<file path="src/rtl/cpu6502_bus_pkg.sv">
// Shared types for the cpu6502 memory-side bus controller: FSM encoding and
// the posted-write FIFO entry layout.
package cpu6502_bus_pkg;

  localparam int WBUF_ENTRY_W = 24;

  typedef enum logic [1:0] {
    BC_IDLE = 2'd0,
    BC_WR   = 2'd1,
    BC_RD   = 2'd2
  } bc_state_t;

  typedef struct packed {
    logic [15:0] addr;
    logic [7:0]  data;
  } wbuf_entry_t;

  function automatic wbuf_entry_t pack_entry(input logic [15:0] addr,
                                             input logic [7:0]  data);
    wbuf_entry_t e;
    e.addr = addr;
    e.data = data;
    return e;
  endfunction

endpackage

</file>
<file path="src/rtl/bus_wbuf_fifo.sv">
// Synchronous FIFO holding posted core writes; head is combinational from storage.
// A push into a full FIFO is accepted only when a pop happens in the same cycle.
module bus_wbuf_fifo
  import cpu6502_bus_pkg::*;
#(
  parameter int DEPTH = 4,
  parameter int AW    = 2,
  parameter int W     = WBUF_ENTRY_W
) (
  input  logic          clk,
  input  logic          reset,
  input  logic          push,
  input  logic [W-1:0]  push_dat,
  input  logic          pop,
  output logic [W-1:0]  head,
  output logic          full,
  output logic          empty,
  output logic [AW:0]   count
);

  logic [W-1:0]  mem [DEPTH];
  logic [AW-1:0] wr_ptr;
  logic [AW-1:0] rd_ptr;
  logic          push_ok;
  logic          pop_ok;

  assign empty   = (count == '0);
  assign full    = (count == (AW+1)'(DEPTH));
  assign pop_ok  = pop && !empty;
  assign push_ok = push && (!full || pop_ok);
  assign head    = mem[rd_ptr];

  always_ff @(posedge clk) begin
    if (reset) begin
      wr_ptr <= '0;
      rd_ptr <= '0;
      count  <= '0;
    end else begin
      if (push_ok) wr_ptr <= wr_ptr + 1'b1;
      if (pop_ok)  rd_ptr <= rd_ptr + 1'b1;
      case ({push_ok, pop_ok})
        2'b10:   count <= count + 1'b1;
        2'b01:   count <= count - 1'b1;
        default: count <= count;
      endcase
    end
  end

  // Storage carries no reset; only entries below count are ever observed.
  always_ff @(posedge clk) begin
    if (push_ok) mem[wr_ptr] <= push_dat;
  end

endmodule

</file>
<file path="src/rtl/cpu6502_bus_ctrl.sv">
// Bus controller between the cpu6502 core and a req/ack memory port: posts
// writes through a FIFO and stalls reads until the FIFO drains and one read completes.
module cpu6502_bus_ctrl
  import cpu6502_bus_pkg::*;
#(
  parameter int WBUF_DEPTH = 4,
  parameter int WBUF_AW    = 2
) (
  input  logic        clk,
  input  logic        reset,
  input  logic [15:0] cpu_address,
  input  logic        cpu_write,
  input  logic [7:0]  cpu_data_o,
  output logic [7:0]  cpu_data_i,
  output logic        cpu_ready,
  output logic        mem_req,
  output logic        mem_we,
  output logic [15:0] mem_addr,
  output logic [7:0]  mem_wdata,
  input  logic        mem_ack,
  input  logic [7:0]  mem_rdata,
  output logic        wbuf_empty,
  output logic        wbuf_overflow
);

  bc_state_t   state;
  bc_state_t   state_nxt;

  wbuf_entry_t push_entry;
  wbuf_entry_t head_entry;
  logic        fifo_full;
  logic        fifo_empty;
  logic [WBUF_AW:0] fifo_count;
  logic        fifo_pop;
  logic        last_entry;

  logic        rd_valid;
  logic [15:0] rd_addr;
  logic [15:0] rd_req_addr;
  logic [7:0]  rd_data;
  logic        rd_match;
  logic        rd_consume;
  logic        rd_issue;
  logic        rd_done;

  assign push_entry = pack_entry(cpu_address, cpu_data_o);

  bus_wbuf_fifo #(
    .DEPTH (WBUF_DEPTH),
    .AW    (WBUF_AW),
    .W     (WBUF_ENTRY_W)
  ) u_wbuf (
    .clk      (clk),
    .reset    (reset),
    .push     (cpu_write),
    .push_dat (push_entry),
    .pop      (fifo_pop),
    .head     (head_entry),
    .full     (fifo_full),
    .empty    (fifo_empty),
    .count    (fifo_count)
  );

  assign fifo_pop   = (state == BC_WR) && mem_ack;
  // Draining the last entry ends the burst unless a new write lands this cycle.
  assign last_entry = (fifo_count == (WBUF_AW+1)'(1)) && !cpu_write;

  assign rd_match   = rd_valid && (rd_addr == cpu_address);
  assign rd_consume = !cpu_write && rd_match;
  assign rd_issue   = (state == BC_IDLE) && (state_nxt == BC_RD);
  assign rd_done    = (state == BC_RD) && mem_ack;

  assign cpu_ready  = cpu_write || rd_match;
  assign cpu_data_i = rd_data;
  assign wbuf_empty = fifo_empty;

  always_ff @(posedge clk) begin
    if (reset) state <= BC_IDLE;
    else       state <= state_nxt;
  end

  // A write seen in IDLE goes straight to WR so mem_req rises the next edge.
  always_comb begin
    state_nxt = state;
    case (state)
      BC_IDLE: begin
        if (!fifo_empty || cpu_write) state_nxt = BC_WR;
        else if (!rd_match)           state_nxt = BC_RD;
      end
      BC_WR: begin
        if (mem_ack && last_entry) state_nxt = BC_IDLE;
      end
      BC_RD: begin
        if (mem_ack) state_nxt = BC_IDLE;
      end
      default: state_nxt = BC_IDLE;
    endcase
  end

  always_comb begin
    mem_req   = 1'b0;
    mem_we    = 1'b0;
    mem_addr  = 16'h0000;
    mem_wdata = 8'h00;
    case (state)
      BC_WR: begin
        mem_req   = 1'b1;
        mem_we    = 1'b1;
        mem_addr  = head_entry.addr;
        mem_wdata = head_entry.data;
      end
      BC_RD: begin
        mem_req  = 1'b1;
        mem_addr = rd_req_addr;
      end
      default: ;
    endcase
  end

  // Issuing a read also discards any stale result left from a redirected fetch.
  always_ff @(posedge clk) begin
    if (reset) begin
      rd_valid      <= 1'b0;
      rd_addr       <= 16'h0000;
      rd_req_addr   <= 16'h0000;
      rd_data       <= 8'h00;
      wbuf_overflow <= 1'b0;
    end else begin
      if (rd_issue) begin
        rd_req_addr <= cpu_address;
        rd_valid    <= 1'b0;
      end
      if (rd_consume) rd_valid <= 1'b0;
      if (rd_done) begin
        rd_data  <= mem_rdata;
        rd_addr  <= rd_req_addr;
        rd_valid <= 1'b1;
      end
      if (cpu_write && fifo_full && !fifo_pop) wbuf_overflow <= 1'b1;
    end
  end

endmodule

</file>
<file path="config.mk">
export PLATFORM = sky130hd
export DESIGN_NAME = cpu6502_bus_ctrl
export DESIGN_NICKNAME = d
export VERILOG_FILES = /design/src/rtl/cpu6502_bus_pkg.sv /design/src/rtl/bus_wbuf_fifo.sv /design/src/rtl/cpu6502_bus_ctrl.sv
export SDC_FILE = /design/constraint.sdc
export NUM_CORES = 1
export LEC_CHECK = 0
export BUFFER_PORTS_ARGS = -buffer_cell sky130_fd_sc_hd__buf_2
export CORE_ASPECT_RATIO = 1.5
export CORE_MARGIN = 2
export CORE_UTILIZATION = 58
export DETAILED_ROUTE_END_ITERATION = 12
export PLACE_DENSITY = 0.83
export SYNTH_ARGS = -nofsm -noshare
export SYNTH_HDL_FRONTEND = slang
export SYNTH_SLANG_ARGS = --single-unit
</file>
<file path="constraint.sdc">
create_clock -name clk -period 2.9 [get_ports clk]
set_clock_uncertainty 0.1 [all_clocks]
set_input_delay 0.29 -clock clk [delete_from_list [all_inputs] [get_ports clk]]
set_output_delay 0.29 -clock clk [all_outputs]
set_load 0.1 [all_outputs]
</file>
==> flow_metrics.env <==
export IMPL_cts_buffers_inserted=17
export IMPL_chipWidth_um=88.9
export IMPL_portBuffers=72
export IMPL_worstPathMaxFanout=12
export IMPL_cts_buffer_depth=2
export IMPL_vdd_drop_max_mv=0.584
export IMPL_initial_utilization=0.595
export IMPL_critPathArrivalTime_ns=2.30
export IMPL_r2r_start="state[1]$_SDFF_PP0_"
export IMPL_synth_seq_cells=149
export IMPL_p_switching_mw=1.89
export IMPL_regArea_um2=3950
export IMPL_fmax_mhz=371
export IMPL_crit_type="register to primary output"
export IMPL_crit_end="mem_addr[2]"
export IMPL_dp_hpwl_mm=8.28
export IMPL_worstReg2RegEnd="u_wbuf.mem[0][6]$_DFFE_PP_"
export IMPL_grt_pass1_wl_mm=20.9
export IMPL_num_fill_cells=689
export IMPL_avgRoutedWirePerCell_um=19.0
export IMPL_end_kind="primary output"
export IMPL_setup_slack_ns=0.206
export IMPL_nets=590
export IMPL_cts_root_buf="clkbuf_16"
export IMPL_r2r_setup_slack_ns=0.47
export IMPL_async_flop_share=0
export IMPL_report_final_slew_viol_count=0
export IMPL_die_h_um=131
export IMPL_io_pins=73
export IMPL_p_int_mw=4.07
export IMPL_ys_seq_area_frac=0.629
export IMPL_cap_violations=0
export IMPL_drtIter0Drc=326
export IMPL_syn_nets=505
export IMPL_start_kind="register"
export IMPL_multi_input_area_um2=2270
export IMPL_cts_sinks=149
export IMPL_netlist_area_um2=6270
export IMPL_synth_warnings=0
export IMPL_areaGrowthSynthToFinish_pct=20.4
export IMPL_final_cell_mix="edfxtp_1 (96), buf_2 (72), nand2_1 (55)"
export IMPL_worst_pin_slew_ns=1.04
export IMPL_insertion_delay_ns=0.42
export IMPL_grt_start_max_net_pins=67
export IMPL_cts_setup_buffers=0
export IMPL_switching_share=0.317
export IMPL_cts_tree="built"
export IMPL_drc=0
export IMPL_core_um2=10500
export IMPL_stdcell_area_um2=7550
export IMPL_grt_ovfl_total=0
export IMPL_antenna_left=0
export IMPL_antenna_cells=0
export IMPL_place_gp_congestion=0.755
export IMPL_power_density_nw_per_um2=791
export IMPL_rsz0062_at_grt="no"
export IMPL_synth_edf_count=96
export IMPL_antenna_found_initial=0
export IMPL_ys_types=41
export IMPL_r2r_cells=6
export IMPL_avgSynthCellArea_um2=13.7
export IMPL_synthCells=456
export IMPL_wl_mm=13.3
export IMPL_drive_above_1_share=0.301
export IMPL_setup_viol=0
export IMPL_relSlewSlack=0.308
export IMPL_cp_required_ns=2.51
export IMPL_drtPass1Iterations=4
export IMPL_clkPwrFrac=0.350
export IMPL_h_tree_depth=4
export IMPL_post_dp_cell_area_um2=6880
export IMPL_finalHoldViolCount=0
export IMPL_vias_per_cell=5.62
export IMPL_dp_slack_ns=0.465
export IMPL_row_count=46
export IMPL_clk_pin_slew_ns=0.06
export IMPL_combPwrFrac=0.233
export IMPL_power_leakage_nw=2.70
export IMPL_dieArea_um2=11700
export IMPL_p_seq_frac=0.417
export IMPL_grt_pass1_vias=4171
export IMPL_status="finished clean"
export IMPL_hold_class="input port to register"
export IMPL_grt_usage=0.241
export IMPL_final_common_cell="edfxtp_1"
export IMPL_finalCriticalPeriod_ns=2.69
export IMPL_dr_total_vias=3922
export IMPL_ys_flop_type="edfxtp_1"
export IMPL_finalCritPeriodShare=0.929
-- routing by layer --
metal,global-route usage,routed length (um),vias to the layer above
met2,0.418,7310,121
li1,-,-,1817
met4,0.0901,125,0
met5,0,0,-
met1,0.288,5250,1976
met3,0.0515,595,8
-- worst min path at each step --
stage / from / to / slack, ns / cells past startpoint
CTS: mem_rdata[0] / cpu_data_i[0]$_SDFFE_PP0P_ / 0.005 / 3
finish: mem_rdata[0] / cpu_data_i[0]$_SDFFE_PP0P_ / 0.01 / 3
detailed placement: cpu_data_i[6]$_SDFFE_PP0P_ / cpu_data_i[6]$_SDFFE_PP0P_ / 0.35 / 2
global route: mem_rdata[0] / cpu_data_i[0]$_SDFFE_PP0P_ / 0.01 / 3
floorplan: cpu_data_o[0] / u_wbuf.mem[0][0]$_DFFE_PP_ / 0.29 / 0
global placement: cpu_data_i[2]$_SDFFE_PP0P_ / cpu_data_i[2]$_SDFFE_PP0P_ / 0.34 / 2
-- power by group through the flow --
stage               clock (mW)  sequential [mW]  combinational (mW)
floorplan                    0             2.54                1.08
global placement             0             2.52                1.35
detailed placement           0             2.53                1.38
CTS                       2.10             2.49                1.40
global route              2.19             2.51                1.47
finish                    2.09             2.49                1.39
-- worst max-delay path, cell delays in order (launching register included) --
cell and delay (ns):
dfxtp_4 0.46, buf_6 0.24, mux4_2 0.54, a22oi_1 0.29, nor2b_4 0.06, buf_2 0.29
-- stage by stage --
step / hold WS [ns] / std cells / setup TNS, ns / util / total power, mW
5_1_grt: 0.0148 / 698 / 0 / 0.717 / 6.16
4_1_cts: 0.00456 / 698 / 0 / 0.716 / 5.99
2_1_floorplan: 0.289 / 456 / -0.0968 / - / 3.62
3_5_place_dp: 0.345 / 658 / 0 / 0.653 / 3.92
3_3_place_gp: 0.342 / 658 / 0 / 0.653 / 3.87
6_report: 0.0142 / 698 / 0 / 0.717 / 5.97
-- registers in the layout, summed over array words and instances (netlist names), named ones only --
signal         flops
rd_addr           16
wbuf_overflow      1
cpu_data_i         8
u_wbuf.wr_ptr      2
rd_req_addr       16
state              2
u_wbuf.rd_ptr      2
rd_valid           1
u_wbuf.mem        96
u_wbuf.count       3
-- cells by family after synthesis --
kind of cell | after synthesis | share of synthesized area
muxes | 42 | 0.115
buffers and inverters | 36 | 0.0268
and+or+nand+nor | 141 | 0.119
adders and majority gates | 13 | 0.0260
xor gates and xnor gates | 20 | 0.0280
AOI/OAI and AO/OA | 55 | 0.0559
DFF | 149 | 0.629
-- synthesized netlist by cell type, types with 16 or more instances --
| cell type | count | area share |
|---|---|---|
| nand2b_1 | 31 | 0.031 |
| mux2i_1 | 18 | 0.029 |
| a21oi_1 | 26 | 0.021 |
| nor2b_1 | 19 | 0.019 |
| edfxtp_1 | 96 | 0.46 |
| nand2_1 | 55 | 0.033 |
| dfxtp_1 | 53 | 0.17 |
| mux4_2 | 24 | 0.086 |
| a22oi_1 | 16 | 0.019 |
| clkbuf_1 | 17 | 0.010 |
-- final cells by class --
type / count / share of cell area
flip-flops and latches: 149 / 0.523
multi-input cells: 271 / 0.301
repair buffers: 92 / 0.0708
clock buffers: 23 / 0.0676
well taps: 144 / 0.0239
clock inverters: 9 / 0.00912
inverters: 10 / 0.00497
-- what timing repair did --
item                                    4_1_cts  5_1_grt
hold buffers                                  8        0
endpoints found under the hold margin        32        0
resized for setup                             1        2
endpoints found under the setup margin        1       13
No activity file was read; power rests on OpenSTA's default activity.
